<file path="src/rtl/alu_pkg.sv">
// ----------------------------------------------------------------------------
// alu_pkg
// Shared definitions for the sequential ALU: the 3-bit opcode map and the
// control FSM state encoding used by alu_seq.
// ----------------------------------------------------------------------------
package alu_pkg;

   // Opcode map, unchanged from the original combinational 4-bit ALU.
   localparam logic [2:0] OP_ADD  = 3'b000;
   localparam logic [2:0] OP_SUB  = 3'b001;
   localparam logic [2:0] OP_MUL  = 3'b010;
   localparam logic [2:0] OP_DIV  = 3'b011;
   localparam logic [2:0] OP_AND  = 3'b100;
   localparam logic [2:0] OP_OR   = 3'b101;
   localparam logic [2:0] OP_NAND = 3'b110;
   localparam logic [2:0] OP_NOR  = 3'b111;

   // IDLE: accepting; BUSY: iterative MUL/DIV in flight; DONE: result held.
   typedef enum logic [1:0] {
      ST_IDLE = 2'd0,
      ST_BUSY = 2'd1,
      ST_DONE = 2'd2
   } state_t;

endpackage

</file>
<file path="src/rtl/alu_seq_muldiv.sv">
// ----------------------------------------------------------------------------
// alu_seq_muldiv
// Iterative engine for unsigned multiply (shift-add) and divide (restoring),
// one bit per clock, WIDTH iterations after the start cycle.
//   clk, rst_n : clock, asynchronous active-low reset
//   start      : load operands (a, b) and operation (is_div), begin iterating
//   is_div     : 1 = divide a by b, 0 = multiply a by b
//   a, b       : unsigned operands
//   done       : high during the final iteration cycle
//   lo, hi     : result of the iteration being completed this cycle
//                (MUL: product low/high half; DIV: quotient/remainder);
//                only meaningful while done is high
// ----------------------------------------------------------------------------
module alu_seq_muldiv
   import alu_pkg::*;
#(
   parameter int WIDTH = 8
) (
   input  logic             clk,
   input  logic             rst_n,
   input  logic             start,
   input  logic             is_div,
   input  logic [WIDTH-1:0] a,
   input  logic [WIDTH-1:0] b,
   output logic             done,
   output logic [WIDTH-1:0] lo,
   output logic [WIDTH-1:0] hi
);

   localparam int CW = $clog2(WIDTH);

   logic             run;
   logic             div_q;
   logic [CW-1:0]    cnt;
   logic [WIDTH-1:0] acc;    // MUL: partial-product high half; DIV: partial remainder
   logic [WIDTH-1:0] q;      // MUL: multiplier shifting out / product low half; DIV: dividend -> quotient
   logic [WIDTH-1:0] d;      // multiplicand or divisor

   logic [WIDTH:0]   add_sum;
   logic [WIDTH:0]   shifted;
   logic [WIDTH-1:0] rem_sub;
   logic             fits;
   logic [WIDTH-1:0] acc_nxt;
   logic [WIDTH-1:0] q_nxt;

   // One iteration step, evaluated combinationally so the last step's result
   // can be captured by the parent on the same edge that finishes the run.
   always_comb begin
      // NOTE: every always_comb output gets a default first so no path leaves it unassigned (no latch).
      acc_nxt = acc;
      q_nxt   = q;
      add_sum = {1'b0, acc} + (q[0] ? {1'b0, d} : '0);
      shifted = {acc, q[WIDTH-1]};
      fits    = (shifted >= {1'b0, d});
      // True difference is < d when it fits, so it always fits in WIDTH bits.
      rem_sub = shifted[WIDTH-1:0] - d;
      if (div_q) begin
         if (fits) begin
            acc_nxt = rem_sub;
            q_nxt   = {q[WIDTH-2:0], 1'b1};
         end else begin
            acc_nxt = shifted[WIDTH-1:0];
            q_nxt   = {q[WIDTH-2:0], 1'b0};
         end
      end else begin
         // {acc,q} shifts right one bit with the adder carry entering at the top.
         acc_nxt = add_sum[WIDTH:1];
         q_nxt   = {add_sum[0], q[WIDTH-1:1]};
      end
   end

   always_ff @(posedge clk or negedge rst_n) begin
      // NOTE: datapath registers are reset as well so a reset mid-run leaves nothing stale behind.
      if (!rst_n) begin
         run   <= 1'b0;
         div_q <= 1'b0;
         cnt   <= '0;
         acc   <= '0;
         q     <= '0;
         d     <= '0;
      end else if (start) begin
         // NOTE: sequential state uses non-blocking assignments so all registers update from pre-edge values.
         run   <= 1'b1;
         div_q <= is_div;
         cnt   <= '0;
         acc   <= '0;
         q     <= a;
         d     <= b;
      end else if (run) begin
         acc <= acc_nxt;
         q   <= q_nxt;
         cnt <= cnt + CW'(1);
         if (cnt == CW'(WIDTH - 1)) begin
            run <= 1'b0;
         end
      end
   end

   assign done = run && (cnt == CW'(WIDTH - 1));
   assign lo   = q_nxt;
   assign hi   = acc_nxt;

endmodule

</file>
<file path="src/rtl/alu_seq.sv">
// ----------------------------------------------------------------------------
// alu_seq
// Registered, handshaked ALU. Single-cycle ops (ADD/SUB/logic, DIV by zero)
// complete one cycle after accept; MUL/DIV run WIDTH cycles in the iterative
// engine. One operation in flight at a time; results held until consumed.
//   clk, rst_n           : clock, asynchronous active-low reset
//   in_valid / in_ready  : operand handshake (in_ready only in IDLE)
//   A, B, Alu_sel        : unsigned operands and opcode, captured on accept
//   out_valid / out_ready: result handshake
//   Alu_out              : result / MUL low half / DIV quotient
//   Alu_hi               : MUL high half / DIV remainder / 0
//   carry                : ADD carry-out, SUB borrow
//   zero                 : Alu_out == 0
//   ovf                  : MUL high half non-zero
//   div0                 : DIV with B == 0
// ----------------------------------------------------------------------------
module alu_seq
   import alu_pkg::*;
#(
   parameter int WIDTH = 8
) (
   input  logic             clk,
   input  logic             rst_n,
   input  logic             in_valid,
   output logic             in_ready,
   input  logic [WIDTH-1:0] A,
   input  logic [WIDTH-1:0] B,
   input  logic [2:0]       Alu_sel,
   output logic             out_valid,
   input  logic             out_ready,
   output logic [WIDTH-1:0] Alu_out,
   output logic [WIDTH-1:0] Alu_hi,
   output logic             carry,
   output logic             zero,
   output logic             ovf,
   output logic             div0
);

   state_t state, state_nxt;

   logic             accept;
   logic             multi;
   logic             mul_q;
   logic             eng_done;
   logic [WIDTH-1:0] eng_lo;
   logic [WIDTH-1:0] eng_hi;

   logic             load;
   logic [WIDTH-1:0] r_lo;
   logic [WIDTH-1:0] r_hi;
   logic             r_carry;
   logic             r_ovf;
   logic             r_div0;
   logic [WIDTH:0]   sum;
   logic [WIDTH:0]   diff;

   assign in_ready  = (state == ST_IDLE);
   assign out_valid = (state == ST_DONE);
   assign accept    = in_valid & in_ready;
   // Division by zero bypasses the engine and completes like a single-cycle op.
   assign multi     = (Alu_sel == OP_MUL) || ((Alu_sel == OP_DIV) && (B != '0));

   alu_seq_muldiv #(.WIDTH(WIDTH)) u_muldiv (
      .clk    (clk),
      .rst_n  (rst_n),
      .start  (accept & multi),
      .is_div (Alu_sel == OP_DIV),
      .a      (A),
      .b      (B),
      .done   (eng_done),
      .lo     (eng_lo),
      .hi     (eng_hi)
   );

   always_ff @(posedge clk or negedge rst_n) begin
      if (!rst_n) begin
         state <= ST_IDLE;
      end else begin
         state <= state_nxt;
      end
   end

   always_comb begin
      state_nxt = state;
      case (state)
         ST_IDLE: if (accept)    state_nxt = multi ? ST_BUSY : ST_DONE;
         ST_BUSY: if (eng_done)  state_nxt = ST_DONE;
         ST_DONE: if (out_ready) state_nxt = ST_IDLE;
         default:                state_nxt = ST_IDLE;
      endcase
   end

   // Result selection; load marks the single edge on which DONE is entered.
   always_comb begin
      load    = 1'b0;
      r_lo    = '0;
      r_hi    = '0;
      r_carry = 1'b0;
      r_ovf   = 1'b0;
      r_div0  = 1'b0;
      sum     = {1'b0, A} + {1'b0, B};
      diff    = {1'b0, A} - {1'b0, B};   // top bit is the borrow when A < B
      if ((state == ST_IDLE) && accept && !multi) begin
         load = 1'b1;
         case (Alu_sel)
            OP_ADD:  {r_carry, r_lo} = sum;
            OP_SUB:  {r_carry, r_lo} = diff;
            OP_DIV: begin
               r_hi   = A;
               r_div0 = 1'b1;
            end
            OP_AND:  r_lo = A & B;
            OP_OR:   r_lo = A | B;
            OP_NAND: r_lo = ~(A & B);
            OP_NOR:  r_lo = ~(A | B);
            default: r_lo = '0;
         endcase
      end else if ((state == ST_BUSY) && eng_done) begin
         load  = 1'b1;
         r_lo  = eng_lo;
         r_hi  = eng_hi;
         r_ovf = mul_q && (eng_hi != '0);
      end
   end

   always_ff @(posedge clk or negedge rst_n) begin
      if (!rst_n) begin
         mul_q   <= 1'b0;
         Alu_out <= '0;
         Alu_hi  <= '0;
         carry   <= 1'b0;
         zero    <= 1'b0;
         ovf     <= 1'b0;
         div0    <= 1'b0;
      end else begin
         if (accept) begin
            mul_q <= (Alu_sel == OP_MUL);
         end
         if (load) begin
            Alu_out <= r_lo;
            Alu_hi  <= r_hi;
            carry   <= r_carry;
            zero    <= (r_lo == '0);
            ovf     <= r_ovf;
            div0    <= r_div0;
         end
      end
   end

endmodule

</file>
<file path="config.mk">
export PLATFORM = sky130hd
export DESIGN_NAME = alu_seq
export DESIGN_NICKNAME = d
export VERILOG_FILES = /design/src/rtl/alu_pkg.sv /design/src/rtl/alu_seq_muldiv.sv /design/src/rtl/alu_seq.sv
export SDC_FILE = /design/constraint.sdc
export NUM_CORES = 1
export LEC_CHECK = 0
export CAP_MARGIN = 30
export CORE_MARGIN = 1.5
export CORE_UTILIZATION = 35
export DETAILED_ROUTE_END_ITERATION = 12
export PLACE_DENSITY = 0.52
export REMOVE_ABC_BUFFERS = 1
export SLEW_MARGIN = 20
export SYNTH_ARGS = -nofsm -noshare
export SYNTH_HDL_FRONTEND = slang
export SYNTH_HIERARCHICAL = 1
export SYNTH_SLANG_ARGS = --single-unit
</file>
<file path="constraint.sdc">
create_clock -name clk -period 6.8 [get_ports clk]
set_input_delay 1.36 -clock clk [delete_from_list [all_inputs] [get_ports clk]]
set_output_delay 1.36 -clock clk [all_outputs]
set_load 0.02 [all_outputs]
</file>
# After elaboration in Yosys (flattened, before gate mapping)
# Index checks and enable logic that the tools add are counted.
# W data, S select, Z words.
[word_totals]
input_bits = 23
register_bits = 52
elab_cells = 87
[classes]
reduce_logical = 15
order_cmp = 1
eq_ne = 13
add_sub_neg = 5
bitwise_logic = 6
muxes = 33
[op_table]
columns = ["cell", "count"]
rows = [
  ["$mux W8", 13],
  ["$pmux W8 S6", 1],
  ["$not A8 Y8", 2],
  ["$reduce_bool A8 Y1", 2],
  ["$eq A3 B3 Y1 const B", 5],
  ["$mux W1", 11],
  ["$add A8 B8 Y9", 1],
  ["$add A8 B9 Y9", 1],
  ["$ge A9 B8 Y1", 1],
  ["$sub A8 B8 Y9", 1],
  ["$and A8 B8 Y8", 1],
  ["$logic_not A8 Y1", 1],
  ["$mux W2", 4],
  ["$or A8 B8 Y8", 1],
  ["$sub A8 B8 Y8", 1],
  ["$eq A3 B2 Y1 const B", 2],
  ["$logic_and A1 B1 Y1", 6],
  ["$mux W3", 2],
  ["$pmux W2 S3", 1],
  ["$ne A2 B1 Y1 const B", 2],
  ["$add A3 B1 Y3 const B", 1],
  ["$eq A3 B1 Y1 const B", 1],
  ["$logic_not A3 Y1", 1],
  ["$reduce_and A3 Y1", 1],
  ["9 further kinds", 10],
]

# Depth between registers and ports, before layout
# Gate-level depths: netlist of run 1.
[logic_depth]
depth_word = 7
ltp_mapped = 13
mapped_depth_nobuf = 13

# Modules after synthesis
# Netlist of run 1, hierarchy kept.
[modules_own_cells]
columns = ["module", "instances", "cells_per_inst", "area_each_um2"]
rows = [
  ["alu_seq_muldiv", 1, 260, 2312.2],
  ["alu_seq", 1, 266, 2160.8],
]

# Least setup slack after synthesis of run 1
# OpenSTA, ideal clock, no wires.
[synth_timing]
kind = "input-to-reg"
startpoint = "input A[0]"
endpoint = "register zero"
n_path_buf = 0
setup_slack_ps = 3408
t_arrival_ps = 3271
stages = 9
setup_time_ps = 121
path_cell_list = "ha_1 -> fa_1 -> a21o_1 -> a221oi_2 -> o32ai_2 -> xnor2_1 -> o31ai_1 -> nor4_1 -> a32o_2"
[synth_via]
elab_chain_len = 5
elab_cells_between_ends = 9
cone_classes = "add/sub (2); mux (2); bitwise (4); reduce/logical (1)"
[synth_rtl]
columns = ["item", "line", "text"]
rows = [
  ["start: declaration", "alu_seq.sv:26", "input logic [WIDTH-1:0] A,"],
  ["parallel branches: the longest is 2 deep, another holds $sub A8 B8 Y9", "-", ""],
  ["$pmux W8 S6 (*)", "alu_seq.sv:105", "case (Alu_sel)"],
  ["$mux W8 (*)", "alu_seq.sv:103", "if ((state == ST_IDLE) && accept && !multi) begin"],
  ["$logic_not A8 Y1 (*)", "alu_seq.sv:143", "zero <= (r_lo == '0);"],
  ["end signal: assignment", "alu_seq.sv:143", ""],
  ["end: declaration", "alu_seq.sv:34", "output logic zero,"],
]
# Mark *: on every way between the ends.
# A chain may end at the register's enable or synchronous reset.

# Final worst setup path of run 1
# Ends and elaborated chain as after synthesis.

==> flow_summary.toml, run 1 <==
[layout]
area_growth_pct = 17.1
final_nets = 629
layoutNonFillerInstCount = 733
num_antenna_cells = 0
final_util_pct = 41.7
fillCellCount = 1301
drive_gt1_share_pct = 8.20

[global_route]
overflow = 0
grt_use_total_pct = 20.1
antenna_found_initial = 0
grt_max_degree = 53
grt_pass1_vias = 3824
grt_pass1_wl_mm = 20.7

[sta]
worst_slew_pin_slew_ps = 986
drv_slew = 0
max_slew_margin_pct = 34.3
rsz0062_at_grt = "false"
fmax_ghz = 0.253
hold_violations = 0
setup_viol = 0
period_minus_slack_ps = 3950
clock_skew_ps = 6.21
fin_crit_sh_pct = 58.1
setup_tns_ps = 0

[cts]
cts_made_buffers = 5
ctsHtreeMaxLevel = 2
cts_resized = 0
clock_sinks = 52
cts_tree = "done"
root_buffer = "clkbuf_16"
clock_path_buffers = 2
clkTransAtPathRegs_ps = 70
clock_latency_ps = 290
postCtsHoldBufs = 0
cts_setup_buffers = 0

[power_and_ir_drop]
switching_share_pct = 48.3
seqPwrFrac_pct = 25.1
switchingPower_mw = 1.20
p_per_area_mw_per_mm2 = 473
power.total_mw = 2.48
intPower_mw = 1.28
combPwrFrac_pct = 64.2
pwr-share-clk_pct = 10.7
leakagePower_nw = 2.36
peakVddDrop_mv = 0.134

[setup_path]
endpoint_kind = "flop"
arrival_ps = 4130
cp_max_fo = 4
critPathKind = "input port to flop"
worstSetupStartpoint = "A[0]"
cp.required_ps = 6980
cp-start-kind = "input port"
r2r-start = "u_muldiv/q[0]"

[floorplan]
die_area_mm2 = 0.0135
die_h_um = 116
io-pin-count = 45
initial_utilization_pct = 35.6
rows = 41
core_mm2 = 0.0126
die_width_um = 116

[logic_synthesis]
synth.distinct_cells = 73
yosysSeqAreaShare_pct = 29.1
netlist_instances = 526
synthArstFlopShare_pct = 100
synth-edff-count = 0
synth-seq-cells = 52
ys.flop_type = "dfrtp_1"
syn_avg_cell_area_um2 = 8.50
ys_warn_count = 6
synth_area_mm2 = 0.00447

[placed_design]
gp_congestion = 0.871
place_inst = 722
io_buffers = 44
dp_hpwl_mm = 10.1

[outcome]
status = "complete, no violations"

[routing]
num_vias = 3957
routedWlPerCell_um = 17.5
first_pass_iters = 5
remaining_drc_errors = 0
detail-route-antenna-nets = 0
wl_mm = 12.8
drt_iter0_drc = 332
viasPerCell = 5.40

[job]
drv_cap = 0

[worst_hold_path]
holdCritStartpoint = "Alu_out[4]"
hold_path_class = "flop to flop"
==> placed cells by master (no fill, tap or decap), drive strengths merged, types with 4 or more instances in the layout <==
cell type	instances
a21o	11
nand3b	4
a311oi	6
and2	12
a31oi	11
nor3	16
a22oi	4
nor2	39
mux2i	10
xnor2	13
o31ai	6
o21a	5
ha	42
inv	37
nand2	66
xor2	9
fa	4
o21bai	5
a21oi	32
o21ai	34
buf	7
nor4	6
o211ai	4
mux2	7
or2	5
clkbuf	5
clkdlybuf4s50	43
nor3b	4
nand3	11
a211oi	5
dfrtp	52
nand2b	6
==> power groups by stage <==
stage / Combinational [mW] / Sequential [mW] / Clock, mW
after global placement: 1.55 / 0.636 / 0
after CTS: 1.57 / 0.633 / 0.269
final: 1.59 / 0.622 / 0.264
after global routing: 1.77 / 0.644 / 0.284
after floorplan: 1.05 / 0.650 / 0
after detailed placement: 1.56 / 0.639 / 0
==> final timing paths <==
check                                        to  slack (ps)  cells past startpoint
worst max-delay path                       zero        2850                     10
worst min-delay path                 Alu_out[4]         480                      1
worst max register to register              ovf        3470                     12
worst min register to register       Alu_out[4]         480                      1
max in group asynchronous         u_muldiv/d[3]        5150                      2
min in group asynchronous       u_muldiv/cnt[1]        1190                      2
==> state kept, by name, indices dropped and copies added (netlist names) <==
name and count:
Alu_hi 8, Alu_out 8, carry 1, div0 1
mul_q 1, ovf 1, state 2, u_muldiv/acc 8
u_muldiv/cnt 3, u_muldiv/d 8, u_muldiv/div_q 1, u_muldiv/q 8
u_muldiv/run 1, zero 1
==> layout make-up <==
class	count	area, µm²	area share, %
Clock buffer	5	125	2.39
Multi-Input combinational cell	415	2930	55.9
Tap cell	172	215	4.11
Sequential cell	52	1300	24.8
Inverter	36	135	2.58
Timing Repair Buffer	50	503	9.60
Clock inverter	3	27.5	0.526
==> kinds of logic after synthesis <==
group | Yosys count | share of synthesized area (%)
AND/OR/NAND/NOR | 179 | 19.7
AO/OA/AOI/OAI | 151 | 23.6
adder cells (fa/ha/maj) | 46 | 13.5
XOR/XNOR | 22 | 4.31
multiplexers | 17 | 4.28
flip-flops | 52 | 29.1
buffers and inverters | 59 | 5.45
==> critical path, stage by stage <==
cell and delay (ps):
clkdlybuf4s50_1 520, ha_1 310, fa_1 440, a21o_1 210
a221oi_2 320, o32ai_2 140, xnor2_1 160, o31ai_1 300
nor4_1 100, a32o_2 270
==> synth_stat cells (6+ instances only) <==
master | number | area (µm²)
a31oi_1 | 11 | 68.8
nand2b_1 | 6 | 37.5
a21oi_1 | 30 | 150
ha_1 | 42 | 526
xor2_1 | 9 | 78.8
mux2_2 | 7 | 78.8
nor4_1 | 6 | 37.5
buf_2 | 9 | 45.0
nor2_1 | 38 | 143
mux2i_1 | 9 | 90.1
nand2_1 | 65 | 244
a21o_1 | 11 | 82.6
nand3_1 | 10 | 50.1
clkbuf_1 | 10 | 37.5
inv_1 | 36 | 135
xnor2_1 | 13 | 114
o31ai_1 | 6 | 45.0
and2_1 | 12 | 75.1
nor3_1 | 13 | 65.1
o21ai_0 | 33 | 165
dfrtp_1 | 52 | 1300
==> layer usage <==
| metal | global-route usage [%] | wire length [µm] |
|---|---|---|
| met1 | 29.6 | 6470 |
| met2 | 31.5 | 5800 |
| met3 | 2.35 | 453 |
| met4 | 4.47 | 123 |
| met5 | 0 | 0 |
==> metrics by stage <==
step,hold WS [ps],setup slack (ps),cell area [µm²]
floorplan,449,3060,4360
global placement,464,2460,5040
detailed placement,467,2350,5040
CTS,483,2660,5190
global route,500,2750,5240
finish,480,2850,5240
No activity file was read; power rests on OpenSTA's default activity.
==> run 2, diff against run 1 <==
- PLACE_DENSITY: 0.52 -> 0.54
- clock period: 6.8 -> 3.2 ns (I/O delays scaled with it)
==> run 2 against run 1 <==
Compared with the run above:
- sequential share of layout area down 1.4 points
- wire length up 0.34%
- die area unchanged
- largest power group unchanged
- clock skew up 4.6 ps
==> flow_summary.toml, run 2 (synthesis gave the netlist of run 1 again) <==
[sta]
clock_skew_ps = 10.8
setup_viol = 0
max_slew_margin_pct = 62.8
drv_slew = 0
timing.hold.ws_ps = 133
hold_violations = 0
fin_crit_sh_pct = 95.2
rsz0062_at_grt = "false"
fmax_ghz = 0.328
setup_tns_ps = 0
worst_slew_pin_slew_ps = 555
period_minus_slack_ps = 3050

[setup_path]
endpoint_kind = "flop"
cp_max_fo = 4
cp.required_ps = 3440
arrival_ps = 3280
critPathKind = "input port to flop"
cp-start-kind = "input port"

[placed_design]
gp_congestion = 0.849
dp_hpwl_mm = 10.5
io_buffers = 44

[layout]
final_nets = 669
num_antenna_cells = 0
drive_gt1_share_pct = 15.0
final_cell_mix = "nand2_1, dfrtp_1, buf_4"
area_growth_pct = 24.1
mostFrequentLayoutCell = "nand2_1"

[global_route]
grt_pass1_vias = 4012
grt_pass1_wl_mm = 20.9
overflow = 0
grt_use_total_pct = 19.9
grt_max_degree = 48
antenna_found_initial = 0

[routing]
wl_met2_mm = 5.63
wl_mm = 12.9
routedWlPerCell_um = 16.7
met3_length_um = 492
drt_iter0_drc = 213
first_pass_iters = 6
remaining_drc_errors = 0
num_vias = 4102
viasPerCell = 5.31
detail-route-antenna-nets = 0
top_layer = "met4"
met1Wirelength_mm = 6.53

[job]
drv_cap = 0

[power_and_ir_drop]
leakagePower_nw = 2.56
peakVddDrop_mv = 0.329
p_per_area_mw_per_mm2 = 967

[cts]
cts_setup_buffers = 0
ctsHtreeMaxLevel = 2
postCtsHoldBufs = 0
clock_sinks = 52
cts_resized = 0
clock_latency_ps = 300
clkTransAtPathRegs_ps = 80
clock_path_buffers = 2
cts_made_buffers = 5
cts_tree = "done"
root_buffer = "clkbuf_16"

[floorplan]
die_h_um = 116
die_width_um = 116
initial_utilization_pct = 35.6
io-pin-count = 45
die_area_mm2 = 0.0135
core_mm2 = 0.0126
rows = 41

[outcome]
status = "complete, no violations"

[worst_hold_path]
hold_path_class = "input port to async pin"
-- run 2: worst paths after layout --
check	from	endpoint	slack (ps)	depth (start not counted)
worst max-delay path	B[0]	zero	150	10
worst min-delay path	rst_n	u_muldiv/cnt[1]	130	1
worst max register to register	u_muldiv/q[7]	ovf	230	13
worst min register to register	Alu_out[3]	Alu_out[3]	480	1
max in group asynchronous	rst_n	u_muldiv/q[1]	2520	2
min in group clk	Alu_out[3]	Alu_out[3]	480	1
-- run 2: worst max-delay path, cell delays in order --
cell and delay, ps:
clkdlybuf4s50_1 500, ha_2 250, fa_1 420, a21o_1 210, a221oi_2 300, o32ai_2 140
xnor2_1 210, o31ai_2 90, nor4_1 310, a32o_2 210
-- run 2: power breakdown --
group	total [mW]	internal [mW]	switching (mW)	leakage [nW]
Clock	0.559	0.296	0.263	0.0708
Combinational	3.56	1.53	2.04	1.85
Sequential	1.25	0.982	0.264	0.640
Total	5.37	2.80	2.56	2.56
-- run 2: area by class of cell --
cell class                 instances  area (µm²)
clock inverter                     3        25.0
tap                              172         215
inverter                          36         135
multi-input combinational        415        2950
timing repair buffer              90         796
sequential                        52        1300
clock buffer                       5         125
fill                            1271        7020
-- run 2: per-stage QoR --
| stage | instances | total power, mW | utilization (%) | cell area [µm²] | setup WS, ps |
|---|---|---|---|---|---|
| floorplan | 503 | 3.62 | - | 4360 | 178 |
| global route | 773 | 5.81 | 44.2 | 5550 | 4.67 |
| detailed placement | 765 | 4.76 | 42.8 | 5380 | -231 |
| CTS | 773 | 5.34 | 44.0 | 5530 | 63.6 |
| global placement | 765 | 4.70 | 42.8 | 5380 | -194 |
| finish | 773 | 5.37 | 44.2 | 5550 | 152 |
-- run 2: layer usage --
layer	GRT usage [%]	up-vias
li1	-	2015
met1	29.9	1965
met2	30.0	107
met3	2.04	15
met4	6.10	0
met5	0	-
==> run 3, diff against run 2 <==
- PLACE_DENSITY: 0.54 -> 0.6
==> run 3 against run 2 <==
Compared with the run above:
- clock power about the same
- cell area decreased by 0.27%
- combinational power barely moved
- register-to-register slack got worse by 70 ps
- first-iteration DRC count rose by 47%
- non-clock buffer count down 4
- critical endpoint unchanged
==> flow_summary.toml, run 3 (synthesis gave the netlist of run 1 again) <==
[cts]
postCtsHoldBufs = 0
root_buffer = "clkbuf_16"
cts_tree = "done"
clock_latency_ps = 290
ctsHtreeMaxLevel = 2
clock_sinks = 52
cts_made_buffers = 5
clkTransAtPathRegs_ps = 70
clock_path_buffers = 2

[setup_path]
crit_chain = "ha_1, o211a_1, o21a_2, o21a_4, nor3_4, a21oi_2, nand2b_1, a21oi_1, nand3_1, nor4_2, a32o_2"
cp-start-kind = "flop"
arrival_ps = 3280
critPathSlowestCell = "dfrtp_1"
critPathKind = "flop to flop"
cp_max_fo = 5
endpoint_kind = "flop"
slowest_delay_ps = 450
cp.required_ps = 3430

[floorplan]
die_h_um = 116
rows = 41
die_width_um = 116
io-pin-count = 45
core_mm2 = 0.0126
die_area_mm2 = 0.0135
initial_utilization_pct = 35.6

[sta]
drv_slew = 0
clock_skew_ps = 10.8
hold_violations = 0
worst_slew_pin_slew_ps = 726
timing.hold.ws_ps = 393
rsz0062_at_grt = "false"
setup_viol = 0
max_slew_margin_pct = 51.6
fin_crit_sh_pct = 95.1
period_minus_slack_ps = 3040
finalWorstSetupSlack_ps = 157
fmax_ghz = 0.329

[routing]
routedWlPerCell_um = 16.7
wl_mm = 12.9
num_vias = 4169
remaining_drc_errors = 0
detail-route-antenna-nets = 0
first_pass_iters = 5
drt_iter0_drc = 314
viasPerCell = 5.42

[placed_design]
gp_congestion = 0.867
dp_hpwl_mm = 10.3
io_buffers = 44
post-place-ws_ps = -213
dpl_cell_area_mm2 = 0.00536

[outcome]
status = "complete, no violations"

[global_route]
grt_pass1_vias = 3894
met1_usage_pct = 28.1
grt_pass1_wl_mm = 20.5
grt_max_degree = 48
grt_use_total_pct = 19.6
met2_usage_pct = 31.1
top_usage_layer = "met2"
overflow = 0
met3_usage_pct = 2.72
antenna_found_initial = 0

[layout]
num_antenna_cells = 0
mostFrequentLayoutCell = "nand2_1"
final_nets = 665
fillCellCount = 1258
drive_gt1_share_pct = 14.4
area_growth_pct = 23.7
final_util_pct = 44.0
final_cell_mix = "nand2_1, dfrtp_1, clkdlybuf4s50_1"
final_area_mm2 = 0.00553

[power_and_ir_drop]
p_per_area_mw_per_mm2 = 972
peakVddDrop_mv = 0.290
power.total_mw = 5.38
leakagePower_nw = 2.54

[job]
drv_cap = 0

[worst_hold_path]
hold_path_class = "input port to async pin"
[run 3: routing by layer]
layer  vias up  part of all wire, %  routed length [µm]
met2       102                   46                5970
met5         -                    0                   0
met4         0                  1.7                 222
li1       2018                    -                   -
met1      2033                   48                6180
met3        16                  4.0                 512
[run 3: metrics by stage]
stage	setup TNS, ps	std cells
after global placement	-97.0	761
after CTS	0	769
final	0	769
after detailed placement	-213	761
after floorplan	0	503
after global routing	0	769
[run 3: path summary, 6_finish.rpt]
kind	from	to	slack, ps	cells past startpoint
worst max-delay path	u_muldiv/acc[3]	zero	160	11
min in group clk	Alu_out[3]	Alu_out[3]	480	1
worst max register to register	u_muldiv/acc[3]	zero	160	11
worst min-delay path	rst_n	u_muldiv/acc[2]	390	1
max in group asynchronous	rst_n	mul_q	2060	2
worst min register to register	Alu_out[3]	Alu_out[3]	480	1
[run 3: power by group]
part	leakage, nW	switching (mW)	total (mW)	internal (mW)
clock	0.0701	0.245	0.557	0.312
combinational	1.83	2.06	3.58	1.53
sequential	0.640	0.258	1.24	0.982
total	2.54	2.56	5.38	2.82
[run 3: what timing repair did]
item | in CTS | in global routing
setup endpoints to repair | 0 | 2
setup buffers | 0 | 0
resized for setup | 0 | 5
[run 3: critical path, delay by kind of cell, from the launching register on]
family          cells  cell delay (ps)
simple gates        4              920
compound gates      6             1210
flops               1              450
fa+ha+maj           1              390
[run 3: final cells by class]
type	instances	area (µm²)	area share (%)
Clock inverter	1	7.51	0.136
Tap cell	172	215	3.89
Multi-Input combinational cell	415	2960	53.4
Inverter	36	135	2.44
Timing Repair Buffer	86	776	14.0
Sequential cell	52	1300	23.5
Clock buffer	7	143	2.58
==> RTL change 1: new RTL, settings of run 3 <==
`WIDTH` is set to 8 in 2 places; all go to 16.
--- a/src/rtl/alu_seq_muldiv.sv
+++ b/src/rtl/alu_seq_muldiv.sv
@@ -16,3 +16,3 @@
 #(
-   parameter int WIDTH = 8
+   parameter int WIDTH = 16
 ) (
--- a/src/rtl/alu_seq.sv
+++ b/src/rtl/alu_seq.sv
@@ -19,3 +19,3 @@
 #(
-   parameter int WIDTH = 8
+   parameter int WIDTH = 16
 ) (
Ports: changed (resized A, Alu_hi, Alu_out and B); port bits go from 45 to 77. The function was not compared with the original's and may differ.
==> RTL change 1 against run 3 <==
  * The flow now finishes with violations (setup timing)
  * Sequential share of layout area fell by 5.0 points
  * Sequential cell count rose by 41
  * Power up 140%
  * Final area increased by 130%
  * First-iteration DRC count grew 63%
  * Synthesized area increased by 94%
  * Critical path depth increased by 3
  * Wire length up 140%
  * Clock power is 96% higher
  * Die area grew 91%
  * Setup slack worse by 0.41 ns
  * Largest cell class unchanged
  * Largest power group unchanged
  * Highest routed layer unchanged
==> RTL change 1: results (changes against run 3) <==
<table>
<tr><th>Metric</th><th>Value</th></tr>
<tr><th colspan="2">Worst setup path</th></tr>
<tr><td>CP Data Arrival Time</td><td>3.75 ns (+0.47 ns)</td></tr>
<tr><td>Max stage delay on crit path</td><td>0.42 ns (-0.03 ns)</td></tr>
<tr><td>Highest fanout seen on the critical path</td><td>2 (-3)</td></tr>
<tr><td>Worst reg2reg startpoint</td><td>u_muldiv/acc[0]</td></tr>
<tr><th colspan="2">Timing</th></tr>
<tr><td>Worst slew pin tran</td><td>0.671 ns (-0.0541 ns)</td></tr>
<tr><td>Setup TNS Final</td><td>-0.429 ns (-0.429 ns)</td></tr>
<tr><td>Worst Slack Setup Final</td><td>-0.256 ns (-0.413 ns)</td></tr>
<tr><td>Max Clock Skew</td><td>0.00979 ns (-0.00102 ns)</td></tr>
<tr><td>Final setup vio count</td><td>3 (+3)</td></tr>
<tr><th colspan="2">Logic synthesis</th></tr>
<tr><td>Synthesized instance count</td><td>1076 (+100%)</td></tr>
<tr><td>Top post-synthesis cells by count</td><td>nand2_1 (135), dfrtp_1 (93), o21ai_0 (92)</td></tr>
<tr><td>Distinct cell type count after synthesis</td><td>82 (+12%)</td></tr>
<tr><td>Sequential area share after synthesis</td><td>0.268 (-0.0225)</td></tr>
<tr><td>Complex-gate fraction of the synthesized area</td><td>0.247 (+0.0109)</td></tr>
<tr><td>Adder-cell share of the synthesized area</td><td>0.135 (-0.000628)</td></tr>
<tr><th colspan="2">GRT</th></tr>
<tr><td>Global Route Usage Sum</td><td>0.239 (+0.0427)</td></tr>
<tr><th colspan="2">Drt</th></tr>
<tr><td>Vias</td><td>9214 (+120%)</td></tr>
<tr><td>Total detailed-routing wirelength</td><td>31200 um (+140%)</td></tr>
<tr><td>Iter 0 DRT Violations</td><td>511 (+63%)</td></tr>
<tr><td>Vias/cell</td><td>5.33 (-1.6%)</td></tr>
<tr><th colspan="2">Status</th></tr>
<tr><td>Violated checks</td><td>setup timing</td></tr>
<tr><td>Outcome</td><td>finished, violations left</td></tr>
<tr><th colspan="2">Power and ir drop</th></tr>
<tr><td>Cell internal power dissipation</td><td>0.00722 W (+160%)</td></tr>
<tr><td>Combinational cell power</td><td>0.00971 W (+170%)</td></tr>
<tr><td>Leakage Power</td><td>5.97 nW (+140%)</td></tr>
<tr><td>Worst voltage drop across the vdd grid</td><td>0.000583 V (+100%)</td></tr>
<tr><td>Sequential power</td><td>0.00215 W (+73%)</td></tr>
<tr><th colspan="2">Cells and area</th></tr>
<tr><td># fillers</td><td>2310 (+84%)</td></tr>
<tr><td>Fraction of final layout cells with drive strength greater than 1</td><td>0.306 (+0.162)</td></tr>
<tr><th colspan="2">Clock tree</th></tr>
<tr><td>CTS H-Tree Depth</td><td>3 (+1)</td></tr>
<tr><th colspan="2">Placement</th></tr>
<tr><td>Post-placement cell area</td><td>11800 um2 (+120%)</td></tr>
<tr><td>Detailed Place HPWL</td><td>24400 um (+140%)</td></tr>
<tr><td>Final Wtd Congestion</td><td>0.956 (+10%)</td></tr>
</table>
RTL change 1: per-layer routing:
metal | global-route usage | routed length (um) | up-vias
met3 | 0.0367 | 1950 | 51
li1 | - | - | 4489
met2 | 0.364 | 13700 | 304
met4 | 0.0705 | 770 | 0
met1 | 0.346 | 14800 | 4370
met5 | 0 | 0 | -
RTL change 1: kinds of logic (layout without fill, tap and decap cells):
logic type,Yosys count,after routing
multiplexers,53,53
AO/OA/AOI/OAI,327,327
XOR/XNOR,48,48
buffers and inverters,127,455
adder cells (fa/ha/maj),91,91
AND/OR/NAND/NOR,337,337
flip-flops,93,93
RTL change 1: layout make-up:
cell class                 count  area (um2)  area share
timing repair buffer         364        3010       0.239
tap                          324         405      0.0322
sequential                    93        2330       0.185
inverter                      75         282      0.0224
clock buffer                   9         225      0.0179
clock inverter                 7        65.1     0.00517
multi-input combinational    856        6280       0.498
RTL change 1: final timing paths:
path / end / slack, ns / cells past startpoint
worst min-delay path: Alu_out[15] / 0.31 / 1
max in group asynchronous: u_muldiv/acc[5] / 2.16 / 2
worst max-delay path: zero / -0.26 / 14
min in group clk: Alu_out[5] / 0.48 / 2
worst max register to register: zero / -0.26 / 14
worst min register to register: Alu_out[5] / 0.48 / 2
RTL change 1: what timing repair did:
action | CTS | global route
pin swaps | 27 | 28
hold endpoints to repair | 0 | 0
hold buffers | 0 | 0
resized for setup | 41 | 74
endpoints found under the setup margin | 12 | 21
buffers inserted | 4 | 9
RTL change 1: worst max-delay path, delay by kind of cell (launching register included):
family | cells | cell delay [ns]
simple gates | 5 | 1.09
fa+ha+maj | 1 | 0.26
compound gates | 8 | 1.63
flops | 1 | 0.42
==> RTL change 2: new RTL, settings of run 3 <==
Made on the original files. Encoding of `state_t`: now one-hot (3 bits for 3 states).
--- a/src/rtl/alu_pkg.sv
+++ b/src/rtl/alu_pkg.sv
@@ -18,6 +18,6 @@
    // IDLE: accepting; BUSY: iterative MUL/DIV in flight; DONE: result held.
-   typedef enum logic [1:0] {
-      ST_IDLE = 2'd0,
-      ST_BUSY = 2'd1,
-      ST_DONE = 2'd2
+   typedef enum logic [2:0] {
+      ST_IDLE = 3'b001,
+      ST_BUSY = 3'b010,
+      ST_DONE = 3'b100
    } state_t;
Behaviour: no difference found for any inputs over 4 cycles, from zero or initial values and one cycle with rst_n low; so few cycles prove little.
==> RTL change 2 against run 3 <==
  * Setup slack worse by 0.0088 ns
  * Sequential cell count grew 1
  * Synthesized area rose by 1.0%
  * Worst hold slack worse by 0.13 ns
  * Power decreased by 1.9%
  * Wire length up 4.3%
  * Final area up 3.2%
  * Critical path type unchanged
  * Largest cell class unchanged
==> RTL change 2: results (changes against run 3) <==
<table>
<tr><th>Metric</th><th>Value</th></tr>
<tr><th colspan="2">Status</th></tr>
<tr><td>Outcome</td><td>completed</td></tr>
<tr><th colspan="2">Timing</th></tr>
<tr><td>Max Clock Skew</td><td>0.00484 ns (-0.00598 ns)</td></tr>
<tr><td>Relative slew margins</td><td>0.567 (+0.0504)</td></tr>
<tr><th colspan="2">GRT</th></tr>
<tr><td>Global Route Usage Sum</td><td>0.210 (+0.0145)</td></tr>
<tr><td>Wire length of the first global-routing pass</td><td>21900 um (+6.8%)</td></tr>
<tr><th colspan="2">Logic synthesis</th></tr>
<tr><td>Distinct cell type count after synthesis</td><td>76 (+4.1%)</td></tr>
<tr><td>Adder-cell share of the synthesized area</td><td>0.134 (-0.00139)</td></tr>
<tr><td>Complex-gate fraction of the synthesized area</td><td>0.220 (-0.0157)</td></tr>
<tr><td>Top post-synthesis cells by count</td><td>dfrtp_1 (52), nand2_1 (47), nor2_1 (47), o21ai_0 (47), ha_1 (42)</td></tr>
<tr><td>Sequential area share after synthesis</td><td>0.294 (+0.00283)</td></tr>
<tr><td>Synth Area per Inst</td><td>8.58 um2 (+0.84%)</td></tr>
<tr><td>Parity-gate share of the synthesized area counting xor and xnor cells</td><td>0.0407 (-0.00238)</td></tr>
<tr><th colspan="2">Drt</th></tr>
<tr><td>Total detailed-routing wirelength</td><td>13400 um (+4.3%)</td></tr>
<tr><td>Iter 0 DRT Violations</td><td>238 (-24%)</td></tr>
<tr><td>Mean routed wirelength per cell</td><td>17.1 um (+2.1%)</td></tr>
<tr><th colspan="2">Power and ir drop</th></tr>
<tr><td>Switching power as a share of total power</td><td>0.477 (+0.00121)</td></tr>
<tr><td>Worst voltage drop across the vdd grid</td><td>0.000326 V (+13%)</td></tr>
<tr><td>Leakage Power</td><td>2.65 nW (+4.4%)</td></tr>
<tr><th colspan="2">Placement</th></tr>
<tr><td>Post-placement cell area</td><td>5540 um2 (+3.5%)</td></tr>
<tr><td>Detailed Place HPWL</td><td>10900 um (+5.8%)</td></tr>
<tr><td>Post-Place Cells</td><td>778 (+2.2%)</td></tr>
<tr><td>Final Wtd Congestion</td><td>0.858 (-1.0%)</td></tr>
<tr><th colspan="2">Cells and area</th></tr>
<tr><td>Final nets</td><td>682 (+2.6%)</td></tr>
<tr><td>Fraction of final layout cells with drive strength greater than 1</td><td>0.160 (+0.0156)</td></tr>
<tr><td>Final core area utilization</td><td>0.453 (+0.0124)</td></tr>
<tr><td># fillers</td><td>1294 (+2.9%)</td></tr>
</table>
==> RTL change 2: worst paths after layout <==
| path | slack [ns] | endpoint | depth (start not counted) | startpoint |
|---|---|---|---|---|
| max in group asynchronous | 2.31 | Alu_out[2] | 3 | rst_n |
| min reg2reg | 0.49 | Alu_out[5] | 1 | Alu_out[5] |
| min | 0.26 | u_muldiv/acc[5] | 1 | rst_n |
| max reg2reg | 0.15 | zero | 11 | u_muldiv/acc[3] |
| max | 0.15 | zero | 11 | u_muldiv/acc[3] |
| min in group clk | 0.49 | Alu_out[5] | 1 | Alu_out[5] |
==> RTL change 2: metal layers <==
| metal | vias to the layer above | wire, um | track usage |
|---|---|---|---|
| li1 | 2057 | - | - |
| met1 | 2033 | 5940 | 0.266 |
| met2 | 93 | 6880 | 0.382 |
| met3 | 15 | 400 | 0.0239 |
| met4 | 0 | 217 | 0.0538 |
| met5 | - | 0 | 0 |
==> RTL change 2: layout make-up <==
class / count / area share
well taps: 172 / 0.0377
flip-flops and latches: 53 / 0.232
inverters: 38 / 0.0250
clock buffers: 6 / 0.0226
repair buffers: 101 / 0.158
clock inverters: 2 / 0.00241
multi-input cells: 414 / 0.522
==> RTL change 2: worst max-delay path, delay by kind of cell, from the launching register on <==
family                   cells  cell delay, ns
AO/OA/AOI/OAI                7            1.36
adder cells (fa/ha/maj)      1            0.40
flip-flops                   1            0.45
AND/OR/NAND/NOR              3            0.79
==> RTL change 2: power groups by stage <==
stage / registers (W) / clock network (W) / logic, W
after detailed placement: 0.00123 / 0 / 0.00344
final: 0.00122 / 0.000549 / 0.00351
after global placement: 0.00122 / 0 / 0.00337
after CTS: 0.00122 / 0.000563 / 0.00346
after floorplan: 0.00131 / 0 / 0.00219
after global routing: 0.00126 / 0.000588 / 0.00388
